--- config.mk ---
export PLATFORM = sky130hd
export DESIGN_NAME = audio_tone_mixer
export DESIGN_NICKNAME = d
export VERILOG_FILES = /design/src/rtl/audio_mix_pkg.sv /design/src/rtl/tone_voice.sv /design/src/rtl/audio_tone_mixer.sv
export SDC_FILE = /design/constraint.sdc
export NUM_CORES = 1
export LEC_CHECK = 0
export ABC_AREA = 1
export BUFFER_PORTS_ARGS = -buffer_cell sky130_fd_sc_hd__buf_2
export CELL_PAD_IN_SITES_DETAIL_PLACEMENT = 1
export CELL_PAD_IN_SITES_GLOBAL_PLACEMENT = 1
export CORE_ASPECT_RATIO = 0.9
export CORE_MARGIN = 8
export CORE_UTILIZATION = 42
export DETAILED_ROUTE_END_ITERATION = 6
export GPL_ROUTABILITY_DRIVEN = 0
export GPL_TIMING_DRIVEN = 1
export HOLD_SLACK_MARGIN = 0.06
export PLACE_DENSITY = 0.83
export SYNTH_ARGS = -nofsm -noshare
export SYNTH_HDL_FRONTEND = slang
export SYNTH_SLANG_ARGS = --single-unit
--- constraint.sdc ---
create_clock -name CLOCK_50 -period 3.46 [get_ports CLOCK_50]
set_input_delay 0.519 -clock CLOCK_50 [delete_from_list [all_inputs] [get_ports CLOCK_50]]
set_output_delay 0.519 -clock CLOCK_50 [all_outputs]
set_load 0.01 [all_outputs]
--- src/rtl/audio_mix_pkg.sv ---
// Shared types and helpers for the tone mixer: FSM states, pan routing bits,
// accumulator sizing and the clamp to codec sample width.
package audio_mix_pkg;

  typedef enum logic [1:0] {
    ST_IDLE,
    ST_ACCUM,
    ST_SAT,
    ST_WRITE
  } mix_state_e;

  // Bit positions inside each voice's 2-bit pan field.
  localparam int PAN_LEFT  = 0;
  localparam int PAN_RIGHT = 1;

  // Widest accumulator the saturation helper handles.
  localparam int WIDE_W = 64;
  typedef logic signed [WIDE_W-1:0] wide_t;

  typedef struct packed {
    logic  clamped;
    wide_t value;
  } sat_result_t;

  // Sample width plus room for every voice's full-scale contribution and a sign
  // guard bit, so the running sum can never wrap.
  function automatic int acc_width(input int sample_w, input int num_voices);
    return sample_w + $clog2(num_voices + 1) + 1;
  endfunction

  // Clamp a sign-extended accumulator into the signed range of sample_w bits.
  function automatic sat_result_t saturate(input wide_t acc, input int sample_w);
    wide_t       hi;
    wide_t       lo;
    sat_result_t res;
    hi = (wide_t'(1) <<< (sample_w - 1)) - wide_t'(1);
    lo = ~hi;
    res.clamped = 1'b0;
    res.value   = acc;
    if (acc > hi) begin
      res.value   = hi;
      res.clamped = 1'b1;
    end else if (acc < lo) begin
      res.value   = lo;
      res.clamped = 1'b1;
    end
    return res;
  endfunction

endpackage

--- src/rtl/tone_voice.sv ---
// One free-running square-wave voice. The gate is re-sampled only at polarity
// edges so switching a voice on or off never cuts a half-cycle short.
module tone_voice #(
  parameter int PERIOD_W = 19,
  parameter int AMP_W    = 24,
  parameter int SAMPLE_W = 32
) (
  input  logic                       CLOCK_50,
  input  logic                       resetn,
  input  logic [PERIOD_W-1:0]        half_period,
  input  logic [AMP_W-1:0]           amp,
  input  logic                       enable,
  output logic signed [SAMPLE_W-1:0] sample
);

  logic [PERIOD_W-1:0]        cnt;
  logic                       polarity;
  logic                       active;
  logic signed [SAMPLE_W-1:0] amp_ext;

  // Amplitude is unsigned, so widen with zeros before giving it a sign.
  assign amp_ext = SAMPLE_W'(amp);

  // Half-period counter; >= lets a shortened period take effect at once.
  always_ff @(posedge CLOCK_50 or negedge resetn) begin
    // NOTE: sequential state uses non-blocking assignments so every register
    // samples pre-edge values regardless of statement order.
    if (!resetn) begin
      cnt      <= '0;
      polarity <= 1'b0;
      active   <= 1'b0;
    end else if (half_period == '0) begin
      cnt <= '0;
    end else if (cnt >= half_period) begin
      cnt      <= '0;
      polarity <= ~polarity;
      active   <= enable;
    end else begin
      cnt <= cnt + PERIOD_W'(1);
    end
  end

  // Signed voice output: silent when stopped or gated off.
  always_comb begin
    // NOTE: default first so every path assigns and no latch is inferred.
    sample = '0;
    if ((half_period != '0) && active) begin
      sample = polarity ? amp_ext : -amp_ext;
    end
  end

endmodule

--- src/rtl/audio_tone_mixer.sv ---
// N-voice square-wave generator and saturating stereo mixer between the audio
// controller FIFOs and the codec. One voice is summed per cycle, then the sum
// is clamped to sample width and pushed out.
module audio_tone_mixer
  import audio_mix_pkg::*;
#(
  parameter int NUM_VOICES = 4,
  parameter int SAMPLE_W   = 32,
  parameter int PERIOD_W   = 19,
  parameter int AMP_W      = 24
) (
  input  logic                         CLOCK_50,
  input  logic                         resetn,
  input  logic [NUM_VOICES*PERIOD_W-1:0] voice_half_period,
  input  logic [NUM_VOICES*AMP_W-1:0]  voice_amp,
  input  logic [NUM_VOICES-1:0]        voice_enable,
  input  logic [NUM_VOICES*2-1:0]      voice_pan,
  input  logic                         mic_enable,
  input  logic                         clip_clear,
  input  logic                         audio_in_available,
  input  logic                         audio_out_allowed,
  input  logic signed [SAMPLE_W-1:0]   left_in,
  input  logic signed [SAMPLE_W-1:0]   right_in,
  output logic                         read_audio_in,
  output logic                         write_audio_out,
  output logic signed [SAMPLE_W-1:0]   left_out,
  output logic signed [SAMPLE_W-1:0]   right_out,
  output logic                         clip
);

  localparam int ACC_W = acc_width(SAMPLE_W, NUM_VOICES);
  localparam int IDX_W = (NUM_VOICES > 1) ? $clog2(NUM_VOICES) : 1;
  localparam logic [IDX_W-1:0] LAST_IDX = IDX_W'(NUM_VOICES - 1);

  logic signed [SAMPLE_W-1:0] voice_sample [NUM_VOICES];
  logic [1:0]                 voice_route  [NUM_VOICES];

  mix_state_e              state;
  logic [IDX_W-1:0]        idx;
  logic signed [ACC_W-1:0] acc_l;
  logic signed [ACC_W-1:0] acc_r;

  logic signed [ACC_W-1:0] cur_ext;
  logic [1:0]              cur_route;
  sat_result_t             sat_l;
  sat_result_t             sat_r;
  logic                    sat_event;

  for (genvar v = 0; v < NUM_VOICES; v++) begin : g_voice
    tone_voice #(
      .PERIOD_W (PERIOD_W),
      .AMP_W    (AMP_W),
      .SAMPLE_W (SAMPLE_W)
    ) u_voice (
      .CLOCK_50    (CLOCK_50),
      .resetn      (resetn),
      .half_period (voice_half_period[v*PERIOD_W +: PERIOD_W]),
      .amp         (voice_amp[v*AMP_W +: AMP_W]),
      .enable      (voice_enable[v]),
      .sample      (voice_sample[v])
    );
    assign voice_route[v] = voice_pan[2*v +: 2];
  end

  // Pop the input FIFO only when a full round trip is guaranteed room to finish.
  assign read_audio_in = resetn && (state == ST_IDLE) &&
                         audio_in_available && audio_out_allowed;

  // Select the voice being summed this cycle and clamp both accumulators.
  always_comb begin
    cur_ext   = ACC_W'(voice_sample[idx]);
    cur_route = voice_route[idx];
    sat_l     = saturate(wide_t'(acc_l), SAMPLE_W);
    sat_r     = saturate(wide_t'(acc_r), SAMPLE_W);
    sat_event = (state == ST_SAT) && (sat_l.clamped || sat_r.clamped);
  end

  // Mix sequencer: latch mic sample, sum voices, clamp, push one stereo sample.
  always_ff @(posedge CLOCK_50 or negedge resetn) begin
    if (!resetn) begin
      state           <= ST_IDLE;
      idx             <= '0;
      acc_l           <= '0;
      acc_r           <= '0;
      left_out        <= '0;
      right_out       <= '0;
      write_audio_out <= 1'b0;
      clip            <= 1'b0;
    end else begin
      write_audio_out <= 1'b0;
      // A new clip in the same cycle as a clear keeps the flag set.
      clip <= (clip & ~clip_clear) | sat_event;
      case (state)
        ST_IDLE: begin
          if (read_audio_in) begin
            acc_l <= mic_enable ? ACC_W'(left_in)  : '0;
            acc_r <= mic_enable ? ACC_W'(right_in) : '0;
            idx   <= '0;
            state <= ST_ACCUM;
          end
        end
        ST_ACCUM: begin
          if (cur_route[PAN_LEFT])  acc_l <= acc_l + cur_ext;
          if (cur_route[PAN_RIGHT]) acc_r <= acc_r + cur_ext;
          if (idx == LAST_IDX) begin
            state <= ST_SAT;
          end else begin
            idx <= idx + IDX_W'(1);
          end
        end
        ST_SAT: begin
          left_out        <= sat_l.value[SAMPLE_W-1:0];
          right_out       <= sat_r.value[SAMPLE_W-1:0];
          write_audio_out <= 1'b1;
          state           <= ST_WRITE;
        end
        ST_WRITE: begin
          // Output FIFO space was checked at read time; nothing else writes it.
          state <= ST_IDLE;
        end
        default: state <= ST_IDLE;
      endcase
    end
  end

endmodule

==> impl_metrics.json, run 1 <==
{
  "status": "aborted with a tool error",
  "haltStage": "global routing (5_1_grt)",
  "error": "[ERROR GRT-0232] Routing congestion too high. Check the congestion heatmap in the GUI.",
  "antenna_found_initial": 28,
  "grt_max_degree": 156,
  "synthDominantCellAreaShare_pct": 28.43,
  "grt_usage_pct": 73.44,
  "grt-worst-endpoint": "acc_r[31]$_DFFE_PN0P_/D",
  "synth_area_leader_cell": "dfrtp_1",
  "dieHeight_um": 222.5,
  "clockBufferDepth": 3,
  "die_w_um": 245.4,
  "io_pins": 321,
  "yosys_warnings": 0,
  "htree_levels": 1,
  "synthArstFlopShare_pct": 100.0,
  "overflow": 35,
  "dp_hpwl_um": 72260,
  "synth.distinct_cells": 64,
  "synth-main-ff-cell": "dfrtp_1",
  "num_rows": 75,
  "yosysSeqAreaShare_pct": 28.43,
  "ys_ff_latch": 226,
  "synthCells": 2940,
  "start_util_pct": 42.57,
  "clock-sinks": 226,
  "port_buffers": 320,
  "synth_area_leaders": "dfrtp_1 (28%), ha_1 (10%), nand2_1 (9.9%)",
  "avgSynthCellArea_sq_um": 6.766,
  "cts-root-buf": "clkbuf_16",
  "synth_nets": 3355,
  "cts_buffers": 28,
  "synth_area_sq_um": 19890,
  "worst_path_end_type": "sequential cell input",
  "synth-edff-count": 0
}
stage by stage:
stage               setup TNS, ns  worst slack (ns)  instances  cell area, sq um
floorplan                       0          0.003457       2940             19890
global placement           -30.66           -0.7690       4264             25560
detailed placement         -43.39           -0.9870       4264             25560
CTS                      -0.04719          -0.02905       4330             27290
synthesized netlist by cell type (7+ instances only):
library cell,number
nand2_1,525
nor2_1,425
inv_1,383
a21oi_1,304
dfrtp_1,226
ha_1,159
o21ai_0,159
nand3_1,143
nor3_1,78
o22ai_1,65
xor2_1,57
clkbuf_1,50
nand4_1,42
xnor2_1,38
a31oi_1,24
nor2_2,18
buf_2,17
nor4_1,17
inv_2,16
o211ai_1,16
a21o_1,13
o21ai_1,13
a221oi_1,12
nor3_2,11
a22oi_1,9
nand3_2,9
and3_1,8
buf_1,8
nand3b_1,7
o21a_1,7
o21bai_1,7
o221ai_1,7
cells by family after synthesis:
group                    count (synthesis)  synth area share (%)
AO/OA/AOI/OAI                          668                 19.05
AND/OR/NAND/NOR                       1309                 28.84
flip-flops                             226                 28.43
buffers and inverters                  479                 9.183
adder cells (fa/ha/maj)                161                 10.20
multiplexers                             2                0.1132
XOR/XNOR                                95                 4.183
timing repair:
| action | in CTS |
|---|---|
| gates resized for setup | 159 |
| hold buffers | 1 |
| endpoints found under the setup margin | 64 |
| endpoints found under the hold margin | 1 |
| gates cloned | 0 |
| pin swaps | 27 |
| setup buffers | 15 |
metal layers:
layer / overflow / global-route usage, %
met3: 6 / 65.86
met5: 1 / 48.48
met2: 8 / 86.78
met1: 0 / 70.54
met4: 20 / 69.79
==> inputs of run 2 (changes only) <==
==> config.mk (replaced) <==
export PLATFORM = sky130hd
export DESIGN_NAME = audio_tone_mixer
export DESIGN_NICKNAME = d
export VERILOG_FILES = /design/src/rtl/audio_mix_pkg.sv /design/src/rtl/tone_voice.sv /design/src/rtl/audio_tone_mixer.sv
export SDC_FILE = /design/constraint.sdc
export NUM_CORES = 1
export LEC_CHECK = 0
export ABC_AREA = 1
export BUFFER_PORTS_ARGS = -buffer_cell sky130_fd_sc_hd__buf_2
export CORE_MARGIN = 8
export CORE_UTILIZATION = 40
export DETAILED_ROUTE_END_ITERATION = 6
export GPL_ROUTABILITY_DRIVEN = 0
export GPL_TIMING_DRIVEN = 1
export PLACE_DENSITY_LB_ADDON = 0.15
export SYNTH_ARGS = -nofsm -noshare
export SYNTH_HDL_FRONTEND = slang
export SYNTH_SLANG_ARGS = --single-unit
==> run 2 against run 1 <==
  * The run now ends clean
  * Synthesized cell count unchanged
  * Synthesized area unchanged
==> impl_metrics.json, run 2 <==
{
  "num_rows": 81,
  "synth_area_sq_um": 19890,
  "cp_max_fo": 7,
  "rsz0062_at_grt": "true",
  "vias": 23030,
  "finalCritPeriodShare_pct": 98.34,
  "required_ns": 3.96,
  "htree_levels": 1,
  "status": "finished, final reports clean",
  "port_buffers": 320,
  "relSlewSlack_pct": 20.33,
  "crit_buf_inv": 4,
  "fin_crit_ns": 3.402,
  "dieHeight_um": 239.0,
  "drv_slew": 0,
  "cellPowerDensity_nw_per_um2": 987.8,
  "p_sw_mw": 13.56,
  "synth-main-ff-cell": "dfrtp_1",
  "synth-edff-count": 0,
  "ys_ff_latch": 226,
  "critPathKind": "reg -> reg",
  "intPower_mw": 14.36,
  "antenna_found_initial": 14,
  "seqPwrFrac_pct": 17.0,
  "worstPathArrival_ns": 3.90,
  "synthDominantCellAreaShare_pct": 28.43,
  "synth_area_leaders": "dfrtp_1 (28%), ha_1 (10%), nand2_1 (9.9%)",
  "clock-sinks": 226,
  "die_w_um": 239.0,
  "worst_path_dominant_cell_family": "simple AND/OR/NAND/NOR gates",
  "drc_errors": 0,
  "synthArstFlopShare_pct": 100.0,
  "drv_cap": 0,
  "pwr-share-clk_pct": 11.6,
  "power.total_mw": 27.92,
  "worstPathCellList": "clkinvlp_4 -> buf_4 -> nand4_1 -> a21oi_2 -> a311oi_2 -> nand2_1 -> nand2_2 -> clkinvlp_4 -> buf_12 -> ha_4 -> a21oi_2 -> o21ai_1 -> a21oi_2 -> nor2_1 -> nor3_2 -> nand2_1 -> nand2_1 -> nand3_2 -> a22oi_2",
  "layout-drive-gt1-share_pct": 32.03,
  "syn_to_final_growth_pct": 42.08,
  "grt_max_degree": 68,
  "top_regs": "g_voice.u_voice.cnt: 76 flops, acc_l: 36 flops, acc_r: 36 flops",
  "finalHoldViolations": 0,
  "worstHoldStart": "clip_clear",
  "clock.fmax_mhz": 293.9,
  "avgSynthCellArea_sq_um": 6.766,
  "synth_area_leader_cell": "dfrtp_1",
  "crit_path_end_kind": "flop",
  "dp.cells": 4311,
  "coreArea_sq_um": 49050,
  "fin_cells": 4393,
  "clk_pin_slew_ns": 0.06,
  "die_area_sq_um": 57120,
  "grt_pass1_vias": 22980,
  "postRouteAntennaNets": 0,
  "synth.distinct_cells": 64,
  "post-synth-top-count-cell": "nand2_1",
  "wire_per_inst_um": 17.81,
  "layout_commonest_cell": "nand2_1",
  "startpoint": "g_voice[1].u_voice.polarity",
  "r2r-start": "g_voice[1].u_voice.polarity",
  "cts-root-buf": "clkbuf_16",
  "yosys_warnings": 0,
  "synth_nets": 3355,
  "start_util_pct": 40.55,
  "finClkSkew_ns": 0.02459,
  "final_cell_mix": "nand2_1 (498), buf_4 (472), nor2_1 (383)",
  "drt-initial-drc-count": 1601,
  "clockBufferDepth": 3,
  "finalSetupViolCount": 0,
  "fill_cells": 4680,
  "insertion_delay_ns": 0.59,
  "worst_pin_slew_ns": 1.194,
  "dr.pass1.iters": 5,
  "cts_buffers": 30,
  "wl_um": 78240,
  "nets": 4118,
  "hp-class": "in -> reg",
  "synthCells": 2940,
  "setup.worst_path.start_class": "flop",
  "viasPerCell": 5.242,
  "synthTopCellsByCount": "nand2_1 (525), nor2_1 (425), inv_1 (383), a21oi_1 (304), dfrtp_1 (226)",
  "yosysSeqAreaShare_pct": 28.43,
  "largest_register_ffs": 76,
  "cpPeakStageDelay_ns": 0.44,
  "grt_usage_pct": 26.05,
  "p_sw_share_pct": 48.56,
  "grt_pass1_wl_um": 121000,
  "overflow": 0,
  "regMostFlops": "g_voice.u_voice.cnt",
  "critPathSlowestCell": "dfrtp_2",
  "p_comb_share_pct": 71.4,
  "leakagePower_nw": 14.11,
  "io_pins": 321,
  "dp_hpwl_um": 61840,
  "ir_worst_vdd_uv": 445.1,
  "cts_tree": "built"
}
[run 2: worst paths after layout]
kind	to	slack, ns	cells past startpoint
max	acc_l[34]	0.06	19
min	clip	0.12	2
max reg2reg	acc_l[34]	0.06	19
min reg2reg	g_voice[1].u_voice.cnt[0]	0.46	1
max in group asynchronous	g_voice[0].u_voice.cnt[16]	1.30	4
min in group asynchronous	g_voice[2].u_voice.cnt[0]	0.41	2
[run 2: logic make-up after synthesis]
group | after synthesis | synth area share (%)
compound gates | 668 | 19.05
xor+xnor | 95 | 4.183
fa+ha+maj | 161 | 10.20
buf+inv | 479 | 9.183
flops | 226 | 28.43
mux | 2 | 0.1132
simple gates | 1309 | 28.84
[run 2: power by group through the flow]
stage          combinational, mW  clock, mW  sequential (mW)
6_report                    19.9       3.25             4.74
3_3_place_gp                16.9          0             4.65
5_1_grt                     21.8       3.42             4.85
3_5_place_dp                17.2          0             4.67
2_1_floorplan               9.67          0             4.51
4_1_cts                     17.5       3.32             4.65
[run 2: per-stage QoR]
step                      area, sq um  worst slack, ns  hold WS [ns]   TNS [ns]  utilization (%)
after floorplan                 19890         0.003457        0.2234          0                -
after global placement          25560          -0.7421        0.4291     -34.06            52.11
after detailed placement        25560          -0.8167        0.4351     -35.04            52.11
after CTS                       26790        -0.003272       0.08433  -0.008306            54.61
after global routing            28260          -0.1296        0.1090     -1.062            57.61
final                           28260          0.05752        0.1228          0            57.62
[run 2: area by class of cell]
| cell class | instances | area (sq um) | area share [%] |
|---|---|---|---|
| flip-flops and latches | 226 | 5657 | 20.01 |
| clock buffers | 43 | 900.9 | 3.187 |
| clock inverters | 11 | 123.9 | 0.4383 |
| repair inverters | 1 | 5.005 | 0.01771 |
| diodes | 4 | 10.01 | 0.03542 |
| well taps | 664 | 830.8 | 2.939 |
| repair buffers | 807 | 5391 | 19.08 |
| inverters | 402 | 1539 | 5.445 |
| multi-input cells | 2235 | 13810 | 48.85 |
[run 2: timing repair]
action | in CTS | in global routing
endpoints found under the setup margin | 44 | 51
hold buffers | 1 | 0
pin swaps | 3 | 75
buffers inserted | 3 | 19
gates resized for setup | 37 | 308
hold endpoints to repair | 36 | 0
gates cloned | 0 | 1
[run 2: layer usage]
layer	part of all wire, %	global-route usage, %	vias up
li1	-	-	11390
met1	41	31.95	10710
met2	47	44.15	702
met3	7.4	5.809	205
met4	4.6	10.15	18
met5	0.16	0	-
[run 2: worst register-to-register path: cells and delay by family (launching register included)]
family	cells	cell delay (ns)
AND/OR/NAND/NOR	8	0.98
AO/OA/AOI/OAI	6	0.92
buffers and inverters	4	0.75
flip-flops	1	0.44
adder cells (fa/ha/maj)	1	0.25
Power figures use the tool's default switching activity.
==> inputs of run 3 (changes only) <==
--- a/config.mk
+++ b/config.mk
@@ -12,7 +12,7 @@
 export DETAILED_ROUTE_END_ITERATION = 6
 export GPL_ROUTABILITY_DRIVEN = 0
 export GPL_TIMING_DRIVEN = 1
-export PLACE_DENSITY_LB_ADDON = 0.15
+export PLACE_DENSITY = 0.64
 export SYNTH_ARGS = -nofsm -noshare
 export SYNTH_HDL_FRONTEND = slang
 export SYNTH_SLANG_ARGS = --single-unit
==> run 3 against run 2 <==
  * Register-to-register slack improved by 0.04 ns
  * Final cell count increased by 0.11%
  * First-iteration DRC count decreased by 4.4%
  * Die area unchanged
  * Clock skew decreased by 0.0013 ns
  * Utilization decreased by 0.97 points
  * Critical path depth increased by 1
  * Total power decreased by 4.1%
  * Combinational power decreased by 3%
  * Sequential share of layout area increased by 0.34 points
  * Critical path type unchanged
  * Critical endpoint is now acc_r[34]
  * Largest cell class unchanged
==> impl_metrics.json, run 3 (synthesized netlist as in run 2, its figures left out) <==
{
  "status": "finished, final reports clean",
  "drt-initial-drc-count": 1531,
  "htree_levels": 1,
  "overflow": 0,
  "required_ns": 3.95,
  "setup_tns_ns": 0,
  "postRouteAntennaNets": 0,
  "finalCritPeriodShare_pct": 97.14,
  "worst_slack_ns": 0.09913,
  "drv_slew": 0,
  "preCtsSetupSlack_ns": -0.7462,
  "die_w_um": 239.0,
  "drv_cap": 0,
  "cp_max_fo": 5,
  "antenna_found_initial": 41,
  "setup.worst_path.start_class": "flop",
  "p_comb_share_pct": 72.3,
  "cts_tree": "built",
  "crit_path_end_kind": "flop",
  "drc_errors": 0,
  "worst_pin_slew_ns": 1.118,
  "io_pins": 321,
  "finClkSkew_ns": 0.02333,
  "start_util_pct": 40.55,
  "final_cell_mix": "nand2_1 (499), buf_4 (473), nor2_1 (387)",
  "num_rows": 81,
  "ir_worst_vdd_uv": 527.8,
  "clockBufferDepth": 3,
  "leakagePower_nw": 13.98,
  "pwr-share-clk_pct": 10.0,
  "port_buffers": 320,
  "startpoint": "idx[0]",
  "wire_per_inst_um": 16.79,
  "clock.fmax_mhz": 297.5,
  "cellPowerDensity_nw_per_um2": 964.0,
  "critical_path.most_common_cell": "buf_4",
  "layout_commonest_cell": "nand2_1",
  "dieHeight_um": 239.0,
  "dr.pass1.iters": 5,
  "grt_max_degree": 147,
  "finalSetupViolCount": 0,
  "grt_usage_pct": 24.75,
  "vias": 22570,
  "r2r-start": "idx[0]",
  "grt_pass1_wl_um": 114300,
  "viasPerCell": 5.131,
  "clk_pin_slew_ns": 0.06,
  "largest_register_ffs": 76,
  "relSlewSlack_pct": 25.37,
  "cpPeakStageDelay_ns": 0.42,
  "critPathKind": "reg -> reg",
  "cts-root-buf": "clkbuf_16",
  "dp_hpwl_um": 59500,
  "nets": 4111,
  "post-route-util_pct": 56.64,
  "coreArea_sq_um": 49050,
  "layout-drive-gt1-share_pct": 31.23,
  "hp-class": "in -> reg",
  "p_sw_share_pct": 48.61,
  "seqPwrFrac_pct": 17.7,
  "top_regs": "g_voice.u_voice.cnt: 76 flops, acc_l: 36 flops, acc_r: 36 flops",
  "syn_to_final_growth_pct": 39.68,
  "worstPathCellList": "buf_12 -> nor2_2 -> inv_1 -> buf_4 -> o311ai_4 -> buf_4 -> nand2_1 -> inv_1 -> buf_4 -> ha_1 -> a21o_1 -> a31oi_2 -> buf_4 -> o21a_1 -> nor2_1 -> nor2_1 -> nand2_1 -> nand2_1 -> nand3_1 -> a21oi_1",
  "cts_buffers": 26,
  "intPower_mw": 13.76,
  "critPathSlowestCell": "dfrtp_1",
  "worstPathArrival_ns": 3.85,
  "fin_crit_ns": 3.361,
  "rsz0062_at_grt": "true",
  "finalHoldViolations": 0,
  "insertion_delay_ns": 0.57,
  "regMostFlops": "g_voice.u_voice.cnt",
  "grt_pass1_vias": 21570,
  "die_area_sq_um": 57120,
  "p_sw_mw": 13.02,
  "wl_um": 73850,
  "worstHoldStart": "clip_clear",
  "clock-sinks": 226
}
[run 3: final timing paths]
check	cells past startpoint	endpoint	slack (ns)
worst max-delay path	20	acc_r[34]	0.1
worst min-delay path	2	clip	0.13
worst max register to register	20	acc_r[34]	0.1
worst min register to register	1	g_voice[2].u_voice.cnt[0]	0.46
max in group asynchronous	3	acc_r[10]	1.96
min in group asynchronous	2	g_voice[2].u_voice.cnt[5]	0.39
[run 3: what timing repair did]
item	CTS	global route
resized for setup	20	272
setup buffers	1	15
endpoints found under the hold margin	20	0
pin swaps	1	72
hold buffers	1	0
gates cloned	0	0
setup endpoints to repair	32	49
[run 3: per-layer routing]
metal | up-vias | GRT usage [%] | wire length (um)
met2 | 692 | 39.44 | 32540
li1 | 11400 | - | -
met3 | 171 | 6.858 | 6704
met5 | - | 0 | 298
met4 | 48 | 8.341 | 2673
met1 | 10250 | 32.08 | 31630
[run 3: stage by stage]
step	hold slack (ns)	instance area, sq um	power [mW]	std cells
floorplan	0.2234	19890	14.18	2940
global placement	0.3740	25610	21.64	4315
detailed placement	0.3726	25610	21.82	4315
CTS	0.1073	26520	24.73	4363
global route	0.1200	27760	28.95	4389
finish	0.1323	27790	26.78	4398
[run 3: layout make-up]
type	instances	area [sq um]
antenna	20	50.05
clock buffer	37	752.0
clock inverter	9	65.06
fill	4862	21270
inverter	402	1521
multi-input combinational	2235	13560
sequential	226	5655
tap	664	830.8
timing repair buffer	805	5349
[run 3: power groups by stage]
stage	sequential [mW]	combinational [mW]	clock, mW
2_1_floorplan	4.51	9.67	0
3_3_place_gp	4.67	17.0	0
3_5_place_dp	4.68	17.1	0
4_1_cts	4.65	17.3	2.76
5_1_grt	4.86	21.2	2.85
6_report	4.73	19.4	2.68
[run 3: worst max-delay path: cells and delay by family, from the launching register on]
kind / cells / cell delay, ns
compound gates: 5 / 0.97
simple gates: 7 / 0.66
buf+inv: 7 / 0.98
fa+ha+maj: 1 / 0.25
flops: 1 / 0.42
